## config.mk

```make
export PLATFORM = sky130hd
export DESIGN_NAME = mux_16_reg
export DESIGN_NICKNAME = d
export VERILOG_FILES = /design/src/rtl/mux_16_reg.sv
export SDC_FILE = /design/constraint.sdc
export NUM_CORES = 1
export LEC_CHECK = 0
export BUFFER_PORTS_ARGS = -buffer_cell sky130_fd_sc_hd__buf_2
export CAP_MARGIN = 20
export CELL_PAD_IN_SITES_DETAIL_PLACEMENT = 1
export CELL_PAD_IN_SITES_GLOBAL_PLACEMENT = 2
export CORE_AREA = 2 2 217 219
export CTS_CLUSTER_DIAMETER = 80
export DETAILED_ROUTE_END_ITERATION = 8
export DIE_AREA = 0 0 219 221
export PLACE_DENSITY_LB_ADDON = 0.25
export SETUP_SLACK_MARGIN = 0.1
export SLEW_MARGIN = 20
export SYNTH_ARGS = -nofsm -noshare
export SYNTH_HDL_FRONTEND = slang
export SYNTH_SLANG_ARGS = --single-unit
export TNS_END_PERCENT = 20
```

## constraint.sdc

```tcl
create_clock -name clock -period 1.95 [get_ports clock]
set_clock_uncertainty 0.15 [all_clocks]
set_input_delay 0.195 -clock clock [delete_from_list [all_inputs] [get_ports clock]]
set_output_delay 0.195 -clock clock [all_outputs]
set_load 0.02 [all_outputs]
```

## src/rtl/mux_16_reg.sv

```systemverilog
// Registered 16-to-1 word multiplexer: a balanced four-level 2:1 tree feeding
// an output register with capture enable and a one-cycle valid flag.
module mux_16_reg #(
  parameter int WIDTH = 32
) (
  input  logic             clock,
  input  logic             reset_n,
  input  logic             en,
  input  logic [3:0]       select,
  input  logic [WIDTH-1:0] in0,
  input  logic [WIDTH-1:0] in1,
  input  logic [WIDTH-1:0] in2,
  input  logic [WIDTH-1:0] in3,
  input  logic [WIDTH-1:0] in4,
  input  logic [WIDTH-1:0] in5,
  input  logic [WIDTH-1:0] in6,
  input  logic [WIDTH-1:0] in7,
  input  logic [WIDTH-1:0] in8,
  input  logic [WIDTH-1:0] in9,
  input  logic [WIDTH-1:0] in10,
  input  logic [WIDTH-1:0] in11,
  input  logic [WIDTH-1:0] in12,
  input  logic [WIDTH-1:0] in13,
  input  logic [WIDTH-1:0] in14,
  input  logic [WIDTH-1:0] in15,
  output logic [WIDTH-1:0] out,
  output logic             out_valid
);

  logic [WIDTH-1:0] lvl0 [16];
  logic [WIDTH-1:0] lvl1 [8];
  logic [WIDTH-1:0] lvl2 [4];
  logic [WIDTH-1:0] lvl3 [2];
  logic [WIDTH-1:0] sel_data;

  logic [WIDTH-1:0] out_d, out_q;
  logic             valid_d, valid_q;

  always_comb begin
    lvl0[0]  = in0;
    lvl0[1]  = in1;
    lvl0[2]  = in2;
    lvl0[3]  = in3;
    lvl0[4]  = in4;
    lvl0[5]  = in5;
    lvl0[6]  = in6;
    lvl0[7]  = in7;
    lvl0[8]  = in8;
    lvl0[9]  = in9;
    lvl0[10] = in10;
    lvl0[11] = in11;
    lvl0[12] = in12;
    lvl0[13] = in13;
    lvl0[14] = in14;
    lvl0[15] = in15;
  end

  // Level n of the tree is steered by select[n-1]; even entries win on 0.
  always_comb begin
    for (int k = 0; k < 8; k++) lvl1[k] = select[0] ? lvl0[2*k+1] : lvl0[2*k];
  end

  always_comb begin
    for (int k = 0; k < 4; k++) lvl2[k] = select[1] ? lvl1[2*k+1] : lvl1[2*k];
  end

  always_comb begin
    for (int k = 0; k < 2; k++) lvl3[k] = select[2] ? lvl2[2*k+1] : lvl2[2*k];
  end

  assign sel_data = select[3] ? lvl3[1] : lvl3[0];

  // NOTE: defaults first so every path assigns both signals and no latch is inferred.
  always_comb begin
    out_d   = out_q;
    valid_d = 1'b0;
    if (en) begin
      out_d   = sel_data;
      valid_d = 1'b1;
    end
  end

  // NOTE: non-blocking assignments keep all flops updating from pre-edge values.
  always_ff @(posedge clock or negedge reset_n) begin
    if (!reset_n) begin
      out_q   <= '0;
      valid_q <= 1'b0;
    end else begin
      out_q   <= out_d;
      valid_q <= valid_d;
    end
  end

  assign out       = out_q;
  assign out_valid = valid_q;

endmodule

```

# Word-level counts from Yosys, hierarchy flattened
# Cells that the tools add are included.
# classes
mux	16
# ops
op	count
two-way mux 32 bit	15
two-way mux 1 bit	1
# word_totals
inputBits	519
word_cells	18
register_bits	33

# Logic depth before layout (Yosys ltp)
# Gate-level depths: netlist (run 1).
# logic_depth
ltp_word	4
ltp_mapped	6
ltp_nobuf	3

# Worst setup path before layout (run 1)
# Ideal clock, no wire load.
# synth_path
kind	input to register
startpoint	input port select[2]
endpoint	register out_q[22] (netlist: out[22])
path_buffers	1
setup_time_ps	152
cell_stages	4
setup_slack_ps	370
t_arrival_ps	1278
t_required_ps	1648
cell_sequence	buf_2 > mux4_1 > mux2i_1 > a221oi_2
# synth_via
elab_chain_len	2
# synth_rtl
item	line	text
start, declared	9	input logic [3:0] select,
two-way mux 32 bit	68	for (int k = 0; k < 2; k++) lvl3[k] = select[2] ? lvl2[2*k+1] : lvl2[2*k];
two-way mux 32 bit (*)	71	assign sel_data = select[3] ? lvl3[1] : lvl3[0];
end signal, assigned	89	out_q <= out_d;
end, declared	36	logic [WIDTH-1:0] out_d, out_q;
# Mark *: on every way between the ends. The rest lies on a longest branch, timed or not.
# A chain may end at the register's enable or synchronous reset.

# Worst setup path after layout (run 1)
# layout_path
startpoint	input port select[2]
endpoint	register out_q[30] (netlist: out[30])
# The elaborated chain is that of the path after synthesis.

==> results of run 1 <==
-- layout make-up --
cell class | instances | area [um^2]
clock buffer | 7 | 153
antenna | 1 | 2.50
multi-input combinational | 259 | 4050
clock inverter | 1 | 5.00
tap | 607 | 759
fill | 5417 | 37000
timing repair buffer | 591 | 3240
sequential | 33 | 826
-- flip-flops by register name (all words and copies together), names as in the netlist --
signal / cells
out: 32
out_valid: 1
-- placed cells by master (no fill, tap or decap) --
master,count
buf_2,547
mux4_2,124
dfrtp_1,33
mux2i_1,32
nor2_1,32
buf_4,28
a221oi_2,24
o22ai_1,22
buf_12,13
o22ai_2,10
a221oi_1,8
clkbuf_16,5
mux4_1,4
clkbuf_8,2
buf_6,2
diode_2,1
nand2b_2,1
or2_2,1
and2_2,1
clkinv_2,1
dlygate4sd3_1,1
-- per-layer routing --
metal,wire length (um),share of wire [%]
met5,27,0.082
met4,298,0.91
met1,12200,37
met2,17800,54
met3,2380,7.3
-- through the flow --
| stage | std cells | utilization, % | hold WS (ns) |
|---|---|---|---|
| 5_1_grt | 1499 | 19.6 | 0.247 |
| 4_1_cts | 1498 | 19.6 | 0.216 |
| 3_3_place_gp | 1489 | 19.3 | 0.0803 |
| 3_5_place_dp | 1489 | 19.3 | 0.0762 |
| 2_1_floorplan | 342 | - | -0.251 |
| 6_report | 1499 | 19.6 | 0.210 |
-- cells by family (layout without fill, tap and decap cells) --
| kind of cell | count (synthesis) | after routing | synth area share (%) |
|---|---|---|---|
| AOI/OAI and AO/OA | 64 | 64 | 13.1 |
| buffers and inverters | 50 | 599 | 7.85 |
| DFF | 33 | 33 | 15.6 |
| muxes | 160 | 160 | 60.8 |
| other | 0 | 1 | 0 |
| and+or+nand+nor | 35 | 35 | 2.63 |
-- how the worst max path moves through the flow --
| stage | from | end | slack [ns] | cells after the start |
|---|---|---|---|---|
| CTS | select[2] | out[30] | 0.26 | 6 |
| floorplan | select[2] | out[22] | 0.37 | 4 |
| global placement | select[2] | out[30] | -0.03 | 6 |
| finish | select[2] | out[30] | 0.33 | 6 |
| detailed placement | select[2] | out[30] | -0.08 | 6 |
| global route | select[2] | out[30] | 0.22 | 6 |
-- power groups by stage --
| stage | sequential (mW) | combinational, mW | clock [mW] |
|---|---|---|---|
| final | 0.849 | 2.02 | 0.926 |
| after CTS | 0.851 | 2.08 | 0.990 |
| after floorplan | 0.985 | 0.967 | 0 |
| after global routing | 0.865 | 2.19 | 1.01 |
| after detailed placement | 0.860 | 2.07 | 0 |
| after global placement | 0.860 | 2.06 | 0 |
-- worst max-delay path: cells and delay by family --
family / cells / cell delay (ns)
muxes: 2 / 0.81
AOI/OAI and AO/OA: 1 / 0.12
buffers and inverters: 3 / 0.46
-- what timing repair did --
action                                 4_1_cts  5_1_grt
endpoints found under the hold margin       14        0
hold buffers                                 1        0
resized for setup                            0        0
==> flow_summary.json, run 1 <==
{
  "h-tree-depth": 2,
  "outcome": "finished, final reports clean",
  "numCtsBuffers": 5,
  "wl_um": 32700,
  "avgSynthCellArea_um2": 15.5,
  "hold_path_end": "out[17]",
  "worstPathRequired_ns": 1.95,
  "r2r_setup_slack_ns": 1.06,
  "yosys-top-cells-count": "124 x mux4_2, 33 x dfrtp_1, 32 x mux2i_1, 32 x nor2_1, 24 x a221oi_2",
  "gr-usage-met3_pct": 2.85,
  "die-area_mm2": 0.0484,
  "ant_nets": 0,
  "slew_headroom_pct": 57.7,
  "ys_types": 18,
  "grt-busiest-layer": "met2",
  "ys_warn_count": 0,
  "switchingPower_mw": 1.36,
  "final_net_count": 1409,
  "crit_chain": "buf_6 > buf_12 > buf_12 > mux4_2 > mux2i_1 > a221oi_2",
  "cts_buffer_depth": 2,
  "io_buffers": 551,
  "path_class": "in2reg",
  "antenna_found_initial": 4,
  "fmax_ghz": 0.618,
  "die_w_um": 219,
  "synth_ff_type": "dfrtp_1",
  "pre_cts_slack_ns": -0.0754,
  "crit_path_top_delay_cell": "mux4_2",
  "r2r-start": "out[31]",
  "cts_sinks": 33,
  "firstDrtPassIters": 6,
  "yosysTopAreaCell": "mux4_2",
  "via_per_inst": 4.00,
  "drive_gt1_share_pct": 85.2,
  "drv_cap": 0,
  "p_comb_share_pct": 53.2,
  "overflow": 0,
  "drtIter0Drc": 180,
  "cp-end-kind": "flip-flop",
  "grt_use_total_pct": 13.2,
  "swShare_pct": 35.7,
  "start_util_pct": 11.5,
  "via_count": 5998,
  "layout_min_cycle_time_ns": 1.62,
  "finalSetupViolations": 0,
  "cts_setup_buffers": 0,
  "hold_class": "in2reg",
  "place_congestion": 0.828,
  "p_leak_nw": 4.11,
  "grt_pass1_wl_um": 46800,
  "cpMostUsedCell": "buf_12",
  "post-route-period-util_pct": 83.0,
  "grt_start_max_net_pins": 36,
  "design_area_mm2": 0.00904,
  "clkLatencyLatePin_ns": 0.29,
  "hold_path_depth": 3,
  "timing.rr.end": "out[31]",
  "placed_cell_area_mm2": 0.00887,
  "ioPinCount": 552,
  "clockPowerShare_pct": 24.4,
  "cts_root_buf": "clkbuf_16",
  "clk_pin_slew_ns": 0.07,
  "rsz0062_at_grt": "no",
  "syn_nets": 861,
  "power_density_mw_per_mm2": 420,
  "synth-seq-cells": 33,
  "design.core.area_mm2": 0.0461,
  "sequentialPowerShare_pct": 22.4,
  "cpPeakStageDelay_ns": 0.54,
  "cts_tree": "built",
  "yosysMostFrequentCell": "mux4_2",
  "drv_slew": 0,
  "reg2reg_depth": 2,
  "ir_drop_mv": 0.268,
  "synth_edf_count": 0,
  "hold_violations": 0,
  "start_kind": "primary input",
  "totalPowerFinal_mw": 3.80,
  "grt.met1_usage_pct": 14.7,
  "die_h_um": 221,
  "met2_usage_pct": 25.5,
  "worst_pin_slew_ns": 0.635,
  "drc": 0,
  "yosysSeqAreaShare_pct": 15.6,
  "crit_arrival_ns": 1.62,
  "min_from": "en",
  "post_drt_wl_per_cell_um": 21.8,
  "ys_async_sr_fraction_pct": 100,
  "syn_inst": 342,
  "row_count": 79,
  "timing.setup.tns_ns": 0,
  "yosysTopAreaCellShare_pct": 52.8,
  "syn_to_final_growth_pct": 70.8,
  "hpwlAfterDp_um": 28000,
  "layout_setup_ws_ns": 0.332,
  "worst-path-max-fanout": 16,
  "grt_pass1_vias": 7128,
  "netlist_top_cells_area": "mux4_2 53%, dfrtp_1 16%, a221oi_2 6.8%",
  "internal_power_mw": 2.44,
  "synth_area_mm2": 0.00529
}
Note: power is estimated with default switching activity, not from simulation.
==> inputs of run 2 (changes only) <==
- ABC_AREA: default -> 1
- CORE_AREA: 2 2 217 219 -> 2 2 214 216
- DIE_AREA: 0 0 219 221 -> 0 0 216 218
- clock period: 1.95 -> 1.5 ns (I/O delays scaled with it)
==> flow_summary.json, run 2 <==
{
  "outcome": "finished, final reports clean",
  "critPathBufInv": 4,
  "timing.rr.end": "out[30]",
  "dpl.cell_count": 2437,
  "netlist_top_cells_area": "nand2_1 46%, nand3_1 30%, dfrtp_1 13%",
  "grt_pass1_wl_um": 76700,
  "ys_warn_count": 0,
  "final_cell_mix": "728 x nand2_1, 549 x buf_2, 363 x nand3_1, 67 x buf_4, 35 x nand2_2",
  "cts_sinks": 33,
  "post_drt_wl_per_cell_um": 22.5,
  "r2r_setup_slack_ns": 0.62,
  "place_congestion": 0.899,
  "syn_nets": 1821,
  "yosysTopAreaCell": "nand2_1",
  "worst_pin_slew_ns": 0.339,
  "worstPathRequired_ns": 1.53,
  "cp-end-kind": "flip-flop",
  "cpPeakStageDelay_ns": 0.17,
  "internal_power_mw": 3.34,
  "yosysTopAreaCellShare_pct": 45.7,
  "largest_reg_flops": 32,
  "syn_to_final_growth_pct": 78.9,
  "numCtsBuffers": 5,
  "grt_start_max_net_pins": 52,
  "min_from": "en",
  "r2r-start": "out[30]",
  "row_count": 78,
  "via_per_inst": 4.40,
  "clk_pin_slew_ns": 0.06,
  "drive_gt1_share_pct": 39.7,
  "p_comb_share_pct": 60.1,
  "wl_um": 55900,
  "placed_cell_area_mm2": 0.0102,
  "totalPowerFinal_mw": 5.89,
  "h-tree-depth": 2,
  "finalSetupViolations": 0,
  "ys_async_sr_fraction_pct": 100,
  "clockPowerShare_pct": 21.4,
  "die_w_um": 216,
  "synth_ff_type": "dfrtp_1",
  "clkLatencyLatePin_ns": 0.28,
  "synth_area_mm2": 0.00631,
  "slew_headroom_pct": 77.4,
  "io_buffers": 551,
  "worst-path-max-fanout": 22,
  "firstDrtPassIters": 4,
  "via_count": 10900,
  "path_class": "in2reg",
  "crit_chain": "buf_16 > clkinv_16 > buf_16 > buf_6 > nand2_1 > nand3_1 > nand3_1 > nand2_1 > nand2_1 > nand2_1 > nand2_1 > nand2_1",
  "overflow": 0,
  "power_density_mw_per_mm2": 522,
  "layout_min_cycle_time_ns": 1.38,
  "hold_class": "in2reg",
  "yosysSeqAreaShare_pct": 13.1,
  "post-route-period-util_pct": 92.0,
  "ioPinCount": 552,
  "grt_pass1_vias": 11900,
  "cts_root_buf": "clkbuf_16",
  "layout_commonest_cell": "nand2_1",
  "hold_path_depth": 2,
  "crit_path_top_delay_cell": "buf_16",
  "avgSynthCellArea_um2": 4.85,
  "grt_use_total_pct": 22.0,
  "cpMostUsedCell": "nand2_1",
  "drv_slew": 0,
  "drtIter0Drc": 530,
  "fmax_ghz": 0.725,
  "ys_types": 11,
  "start_kind": "primary input",
  "rsz0062_at_grt": "yes",
  "hpwlAfterDp_um": 45400,
  "cpLargestDelayFamily": "simple AND/OR/NAND/NOR gates",
  "swShare_pct": 43.4,
  "reg2reg_depth": 2,
  "hold_path_end": "out_valid",
  "crit_arrival_ns": 1.41,
  "switchingPower_mw": 2.56,
  "syn_inst": 1302,
  "p_leak_nw": 6.40,
  "drv_cap": 0,
  "design.core.area_mm2": 0.0449,
  "cts_buffer_depth": 2,
  "antenna_found_initial": 18,
  "synth_edf_count": 0,
  "fill_cells": 5927,
  "ant_nets": 0,
  "drc": 0,
  "synth-seq-cells": 33,
  "die-area_mm2": 0.0471,
  "die_h_um": 218,
  "cts_tree": "built",
  "stdcell_count": 2480,
  "design_area_mm2": 0.0113,
  "yosys-top-cells-count": "768 x nand2_1, 384 x nand3_1, 37 x buf_4",
  "hold_violations": 0,
  "timing.setup.tns_ns": 0,
  "sequentialPowerShare_pct": 18.5,
  "final_net_count": 2388,
  "yosysMostFrequentCell": "nand2_1",
  "start_util_pct": 14.1,
  "ir_drop_mv": 0.326
}
==> run 2: routing by layer <==
| metal | GRT usage [%] | vias up | wire length (um) |
|---|---|---|---|
| li1 | - | 5340 | - |
| met1 | 26.0 | 5117 | 23500 |
| met2 | 40.7 | 384 | 28000 |
| met3 | 4.09 | 47 | 3070 |
| met4 | 5.43 | 12 | 1200 |
| met5 | 0 | - | 71 |
==> run 2: repair_timing <==
| item | in CTS | in global routing |
|---|---|---|
| cloned | 2 | 9 |
| hold endpoints to repair | 33 | 0 |
| setup buffers | 1 | 12 |
| pin swaps | 1 | 9 |
| gates resized for setup | 19 | 88 |
| setup endpoints to repair | 17 | 32 |
| hold buffers | 1 | 0 |
==> run 2: cells by family (layout without fill, tap and decap cells) <==
family        after synthesis  count (layout)  synth area share [%]
simple gates             1152            1152                  76.1
buf+inv                   117             685                  10.8
flops                      33              33                  13.1
other cells                 0              10                     0
==> run 2: final cells by class <==
| cell class | count | area [um^2] | share of cell area [%] |
|---|---|---|---|
| well taps | 600 | 751 | 6.65 |
| diodes | 10 | 25.0 | 0.222 |
| repair buffers | 672 | 4410 | 39.1 |
| flip-flops and latches | 33 | 826 | 7.31 |
| clock inverters | 1 | 30.0 | 0.266 |
| multi-input cells | 1152 | 5050 | 44.7 |
| inverters | 5 | 57.6 | 0.510 |
| clock buffers | 7 | 143 | 1.26 |
==> run 2: how the worst max path moves through the flow <==
stage                          to  cells after the start  slack (ns)       from
after CTS                 out[10]                     13        0.04  select[0]
final                     out[18]                     12        0.12  select[0]
after detailed placement   out[7]                     12       -0.38  select[0]
after global routing       out[8]                     12        0.05  select[0]
after floorplan            out[3]                     11        0.25  select[0]
after global placement    out[21]                     11       -0.40  select[0]
==> run 2: power groups by stage <==
stage / Sequential, mW / Combinational [mW] / Clock, mW
finish: 1.09 / 3.54 / 1.26
global route: 1.11 / 3.89 / 1.32
CTS: 1.09 / 3.37 / 1.31
detailed placement: 1.11 / 3.29 / 0
global placement: 1.11 / 3.29 / 0
floorplan: 1.23 / 1.32 / 0
==> run 2: stage by stage <==
step           hold WS (ns)  util (%)  setup WS [ns]
2_1_floorplan        -0.296         -          0.247
3_3_place_gp       -0.00973      22.8         -0.399
3_5_place_dp       -0.00915      22.8         -0.377
4_1_cts              0.0731      23.6         0.0428
5_1_grt              0.0821      25.2         0.0491
6_report             0.0713      25.2          0.121
